--- src/rtl/frog_judge.sv ---
`default_nettype none
// ============================================================================
//  Module   : frog_judge
//  Purpose  : Game judge for a frog-crossing game. Each animation tick it
//             tests the frog box against N_OBS obstacle boxes and the screen
//             bounds. It tracks lives and score, and sequences the game
//             through PLAY / DEAD / HOME / OVER.
//  Ports    : i_clk, i_rst_n      - clock, async active-low reset
//             i_ani_stb, i_animate - a tick is i_animate && i_ani_stb
//             i_start             - restart request (honoured in OVER only)
//             i_f_*               - frog box (x1 left, x2 right, y1 top, y2 bottom)
//             i_o_*               - packed obstacle boxes, 12 bits per obstacle
//             o_dead              - high outside PLAY; returns the frog to start
//             o_hit               - collision/out-of-bounds seen on the last tick
//             o_lives, o_score    - remaining lives, frogs brought home
//             o_state, o_game_over - current state, high while in OVER
//  Revision : 1.0 - initial release
// ============================================================================
module frog_judge #(
    parameter int N_OBS       = 4,
    parameter int D_WIDTH     = 640,
    parameter int D_HEIGHT    = 480,
    parameter int GOAL_Y      = 20,
    parameter int LIVES       = 3,
    parameter int HOLD_FRAMES = 30
) (
    input  logic                 i_clk,
    input  logic                 i_rst_n,
    input  logic                 i_ani_stb,
    input  logic                 i_animate,
    input  logic                 i_start,
    input  logic [11:0]          i_f_x1,
    input  logic [11:0]          i_f_x2,
    input  logic [11:0]          i_f_y1,
    input  logic [11:0]          i_f_y2,
    input  logic [12*N_OBS-1:0]  i_o_x1,
    input  logic [12*N_OBS-1:0]  i_o_x2,
    input  logic [12*N_OBS-1:0]  i_o_y1,
    input  logic [12*N_OBS-1:0]  i_o_y2,
    output logic                 o_dead,
    output logic                 o_hit,
    output logic [2:0]           o_lives,
    output logic [7:0]           o_score,
    output logic [1:0]           o_state,
    output logic                 o_game_over
);

    // ------------------------------------------------------------------------
    // Constants
    // ------------------------------------------------------------------------
    // The timer only ever holds values from 0 to HOLD_FRAMES-1.
    localparam int TW = (HOLD_FRAMES > 1) ? $clog2(HOLD_FRAMES) : 1;

    localparam logic [TW-1:0] C_HOLD_LOAD = TW'(HOLD_FRAMES - 1);
    localparam logic [2:0]    C_LIVES     = 3'(LIVES);
    localparam logic [11:0]   C_D_WIDTH   = 12'(D_WIDTH);
    localparam logic [11:0]   C_D_HEIGHT  = 12'(D_HEIGHT);
    localparam logic [11:0]   C_GOAL_Y    = 12'(GOAL_Y);

    typedef enum logic [1:0] {
        ST_PLAY = 2'd0,
        ST_DEAD = 2'd1,
        ST_HOME = 2'd2,
        ST_OVER = 2'd3
    } state_t;

    // ------------------------------------------------------------------------
    // Registers
    // ------------------------------------------------------------------------
    state_t         state_q, state_d;
    logic [2:0]     lives_q, lives_d;
    logic [7:0]     score_q, score_d;
    logic [TW-1:0]  timer_q, timer_d;
    logic           hit_q,   hit_d;
    logic           dead_q,  dead_d;

    // ------------------------------------------------------------------------
    // Collision detection
    // ------------------------------------------------------------------------
    logic [N_OBS-1:0] w_overlap;
    logic             w_oob;
    logic             w_hit;
    logic             w_tick;

    generate
        for (genvar k = 0; k < N_OBS; k++) begin : g_obs
            logic [11:0] w_x1, w_x2, w_y1, w_y2;
            assign w_x1 = i_o_x1[12*k +: 12];
            assign w_x2 = i_o_x2[12*k +: 12];
            assign w_y1 = i_o_y1[12*k +: 12];
            assign w_y2 = i_o_y2[12*k +: 12];
            // Strict compares: boxes that merely share an edge do not collide.
            assign w_overlap[k] = (i_f_x1 < w_x2) && (i_f_x2 > w_x1) &&
                                  (i_f_y1 < w_y2) && (i_f_y2 > w_y1);
        end
    endgenerate

    always_comb begin
        w_tick = i_animate & i_ani_stb;
        // Bit 11 of a left/top edge means the coordinate wrapped below zero.
        w_oob  = i_f_x1[11] | i_f_y1[11] |
                 (i_f_x2 > C_D_WIDTH) | (i_f_y2 > C_D_HEIGHT);
        w_hit  = (|w_overlap) | w_oob;
    end

    // ------------------------------------------------------------------------
    // Next-state logic
    // ------------------------------------------------------------------------
    always_comb begin
        state_d = state_q;
        lives_d = lives_q;
        score_d = score_q;
        timer_d = timer_q;
        hit_d   = hit_q;

        // Restart is edge-qualified only by being in OVER, not by a tick.
        if ((state_q == ST_OVER) && i_start) begin
            state_d = ST_PLAY;
            lives_d = C_LIVES;
            score_d = 8'd0;
            timer_d = '0;
        end else if (w_tick) begin
            unique case (state_q)
                ST_PLAY: begin
                    // A collision on the goal line still costs a life.
                    if (w_hit) begin
                        state_d = ST_DEAD;
                        timer_d = C_HOLD_LOAD;
                        if (lives_q != 3'd0) begin
                            lives_d = lives_q - 3'd1;
                        end
                    end else if (i_f_y1 <= C_GOAL_Y) begin
                        state_d = ST_HOME;
                        timer_d = C_HOLD_LOAD;
                        if (score_q != 8'hFF) begin
                            score_d = score_q + 8'd1;
                        end
                    end
                end
                ST_DEAD: begin
                    if (timer_q == '0) begin
                        state_d = (lives_q == 3'd0) ? ST_OVER : ST_PLAY;
                    end else begin
                        timer_d = timer_q - 1'b1;
                    end
                end
                ST_HOME: begin
                    if (timer_q == '0) begin
                        state_d = ST_PLAY;
                    end else begin
                        timer_d = timer_q - 1'b1;
                    end
                end
                ST_OVER: begin
                    state_d = ST_OVER;
                end
                default: begin
                    state_d = ST_PLAY;
                end
            endcase
        end

        // The hit flag reflects every tick, whatever the state.
        if (w_tick) begin
            hit_d = w_hit;
        end

        // Registered alongside the state so o_dead has no input-to-output path.
        dead_d = (state_d != ST_PLAY);
    end

    // ------------------------------------------------------------------------
    // State registers
    // ------------------------------------------------------------------------
    always_ff @(posedge i_clk or negedge i_rst_n) begin
        if (!i_rst_n) begin
            state_q <= ST_PLAY;
            lives_q <= C_LIVES;
            score_q <= 8'd0;
            timer_q <= '0;
            hit_q   <= 1'b0;
            dead_q  <= 1'b0;
        end else begin
            state_q <= state_d;
            lives_q <= lives_d;
            score_q <= score_d;
            timer_q <= timer_d;
            hit_q   <= hit_d;
            dead_q  <= dead_d;
        end
    end

    // ------------------------------------------------------------------------
    // Outputs
    // ------------------------------------------------------------------------
    assign o_dead      = dead_q;
    assign o_hit       = hit_q;
    assign o_lives     = lives_q;
    assign o_score     = score_q;
    assign o_state     = state_q;
    assign o_game_over = (state_q == ST_OVER);

endmodule
`default_nettype wire

--- config.mk ---
export PLATFORM = sky130hd
export DESIGN_NAME = frog_judge
export DESIGN_NICKNAME = d
export VERILOG_FILES = /design/src/rtl/frog_judge.sv
export SDC_FILE = /design/constraint.sdc
export NUM_CORES = 1
export LEC_CHECK = 0
export ABC_AREA = 1
export BUFFER_PORTS_ARGS = -buffer_cell sky130_fd_sc_hd__buf_4
export CAP_MARGIN = 20
export CORE_AREA = 8 8 113 136
export CTS_CLUSTER_SIZE = 20
export DETAILED_ROUTE_END_ITERATION = 8
export DIE_AREA = 0 0 121 144
export PLACE_DENSITY = 0.88
export SYNTH_ARGS = -nofsm -noshare
export SYNTH_HDL_FRONTEND = slang
export SYNTH_SLANG_ARGS = --single-unit
--- constraint.sdc ---
create_clock -name i_clk -period 2.4 [get_ports i_clk]
set_input_delay 0.48 -clock i_clk [delete_from_list [all_inputs] [get_ports i_clk]]
set_output_delay 0.48 -clock i_clk [all_outputs]
set_load 0.01 [all_outputs]
==> results.py <==
metrics = {
    "drt": {
        "routedWlPerCell_microns": 13.9,
        "drt_iter0_drc": 321,
        "drcViolationCount": 0,
        "num_vias": 7357,
        "vias_per_cell": 4.97,
        "first_pass_iters": 5,
        "routed_wl_mm": 20.6,
        "drtAntennaViolNets": 0,
    },
    "worst_setup_path": {
        "ff2ff_path_depth": 7,
        "path_class": "input pin to flop",
        "endpoint": "o_score[0]",
        "reg2reg_from": "o_state[0]",
        "startpoint_type": "input pin",
        "rrSetupSlack_ns": 0.51,
        "setup.worst_path.end_class": "flop",
        "slowest_stage": "ha_1",
        "worst-path-buf-inv": 1,
        "crit_path_frequent_cell": "nor2_1",
        "max_stage_delay_ns": 0.29,
        "crit_cells": 15,
        "critPathLaunch": "i_f_x2[7]",
        "cp.required_ns": 2.55,
        "critical_path.cell_chain": "buf_4 -> ha_1 -> nand2_1 -> nor2_1 -> nand3_1 -> nand2_1 -> nor2_1 -> nand2_1 -> nor2_1 -> nand3_1 -> nand2_1 -> nor2_8 -> nand3_4 -> nor2_1 -> nor2_1",
        "path_delay_family": "simple AND/OR/NAND/NOR gates",
        "worstPathArrival_ns": 2.31,
        "r2r-end": "o_score[0]",
        "critPathMaxFanout": 9,
    },
    "clocking": {
        "cts_sinks": 20,
        "cts_max_path_buffers": 2,
        "path_clk_slew_ns": 0.06,
        "clock_latency_ns": 0.26,
        "numCtsBuffers": 3,
        "h-tree-depth": 1,
        "postCtsSetupRepairBufs": 0,
        "clockRootBuffer": "clkbuf_16",
        "cts_tree": "done",
    },
    "grt": {
        "antenna_found_initial": 0,
        "grt_pass1_vias": 7296,
        "grt_max_degree": 25,
        "overflow": 0,
        "grt_pass1_wl_mm": 33.5,
        "track_usage_pct": 23.2,
    },
    "floorplan": {
        "start_util_pct": 49.2,
        "coreArea_sq_um": 13300,
        "std_cell_rows": 47,
        "dieWidth_microns": 121,
        "die_area_sq_um": 17400,
        "die_y_microns": 144,
        "io_pins": 261,
    },
    "worst_hold_path": {
        "min_path_type": "input pin to async pin",
    },
    "outcome": {
        "status": "finished, final reports clean",
    },
    "sta": {
        "hold_viol": 0,
        "clock_skew_ns": 0.00343,
        "rsz0062_at_grt": "false",
        "post-route-period-util_pct": 90.2,
        "fmax_mhz": 462,
        "setup_viol": 0,
        "slew_viol_final": 0,
        "worst-slew-pin-transition_ns": 0.491,
        "period_minus_slack_ns": 2.17,
        "slew_headroom_pct": 66.9,
    },
    "yosys": {
        "synth-edff-count": 0,
        "yosysWarnings": 0,
        "netlist_top_cells_area": "ha_1, inv_1, nand2_1",
        "synth_top_area_share_pct": 36.9,
        "ys.flop_type": "dfrtp_1",
        "ys_top_cells_by_count": "inv_1, nand2_1, ha_1, nor2_1, a21oi_1",
        "syn-num-nets": 1482,
        "synth_top_cell_by_area": "ha_1",
        "synthArstFlopShare_pct": 100,
        "ys_types": 41,
        "syn_area_per_cell_sq_um": 6.30,
        "synth.most_common_cell": "inv_1",
        "synth_cells": 1043,
        "ys_seq_area_share_pct": 7.65,
        "synthesis.area_sq_um": 6570,
        "synth-seq-cells": 20,
    },
    "power": {
        "p_leak_uw": 0.00572,
        "vdd_drop_max_uv": 425,
        "power.density_nw_per_um2": 324,
        "p_total_uw": 2870,
    },
    "place": {
        "routabilityCongestion": 0.897,
        "placed_area_sq_um": 8760,
        "io_buffers": 260,
        "dp_hpwl_mm": 18.8,
    },
    "cells_and_area": {
        "drive_gt1_share_pct": 22.2,
        "num_antenna_cells": 0,
        "utilization_pct": 66.3,
        "synthToLayoutAreaGrowth_pct": 34.7,
        "final_design_area_no_fill_sq_um": 8850,
        "nets": 1750,
    },
    "run": {
        "drv_cap": 0,
    },
}
-- where the power goes --
part / switching, uW / internal, uW / total [uW]
Sequential: 121 / 451 / 572
Clock: 124 / 254 / 379
Combinational: 1030 / 894 / 1920
-- worst reg2reg max path, cell delays in order (launching register included) --
cell,delay [ns]
dfrtp_1,0.47
inv_1,0.14
ha_1,0.29
inv_1,0.14
nor4_4,0.37
nand3_4,0.17
nor2_1,0.13
nor2_1,0.06
-- cells in the final DEF, fill, tap and decap left out, drive strengths merged, types with 2 or more instances in the layout --
| cell | Yosys | layout |
|---|---|---|
| nor2 | 76 | 76 |
| or2 | 2 | 2 |
| dfrtp | 18 | 18 |
| buf | 1 | 265 |
| a21oi | 62 | 62 |
| dfstp | 2 | 2 |
| ha | 194 | 194 |
| nor4 | 6 | 6 |
| o21a | 2 | 2 |
| o21ai | 28 | 28 |
| nand4 | 16 | 16 |
| xnor2 | 2 | 2 |
| xor2 | 6 | 6 |
| nor3 | 10 | 10 |
| o31ai | 3 | 3 |
| inv | 272 | 272 |
| nor3b | 2 | 2 |
| o21bai | 3 | 3 |
| nand3b | 3 | 3 |
| clkbuf | 1 | 4 |
| and2 | 4 | 4 |
| a21o | 7 | 7 |
| nand2 | 265 | 265 |
| nand3 | 54 | 54 |
-- cell type report --
| cell class | instances | area [sq um] |
|---|---|---|
| multi-input cells | 749 | 5030 |
| inverters | 272 | 1020 |
| fillers | 1134 | 4500 |
| clock buffers | 4 | 88.8 |
| repair buffers | 265 | 1990 |
| flip-flops and latches | 20 | 503 |
| well taps | 171 | 214 |
-- worst min-delay path by stage --
stage / cells past startpoint / slack, ns / to / from
floorplan: 0 / 0.18 / o_dead / i_rst_n
global placement: 1 / 0.37 / o_score[7] / i_rst_n
detailed placement: 1 / 0.37 / o_score[7] / i_rst_n
CTS: 1 / 0.1 / o_score[7] / i_rst_n
global route: 1 / 0.11 / o_score[7] / i_rst_n
finish: 1 / 0.09 / o_score[7] / i_rst_n
-- state kept, by name (all words and copies together), names as in the netlist --
| signal | flops |
|---|---|
| o_score | 8 |
| o_hit | 1 |
| o_state | 2 |
| timer_q | 5 |
| o_lives | 3 |
| o_dead | 1 |
-- layer usage --
layer	track usage (%)	part of all wire [%]
met5	0	0
met2	45.1	52
met3	3.75	6.5
met4	5.27	2.0
met1	25.3	39
-- logic make-up (layout without fill, tap and decap cells) --
family / after synthesis / in the layout / synth area share, %
AND/OR/NAND/NOR: 438 / 438 / 29.4
flip-flops: 20 / 20 / 7.65
adder cells (fa/ha/maj): 194 / 194 / 36.9
XOR/XNOR: 8 / 8 / 1.07
AO/OA/AOI/OAI: 109 / 109 / 9.12
buffers and inverters: 274 / 541 / 15.8
-- per-stage QoR --
step / setup WS (ns) / setup TNS, ns / hold WS (ns) / cells
after floorplan: 0.440 / 0 / 0.184 / 1043
after global placement: -0.0909 / -1.27 / 0.369 / 1477
after detailed placement: -0.143 / -2.16 / 0.371 / 1477
after global routing: 0.0416 / 0 / 0.107 / 1481
final: 0.234 / 0 / 0.0876 / 1481
after CTS: 0.112 / 0 / 0.0973 / 1481
-- what timing repair did --
item | CTS | global route
hold buffers | 0 | 0
setup endpoints to repair | 0 | 17
resized for setup | 0 | 1
(Power assumes the default switching activity.)
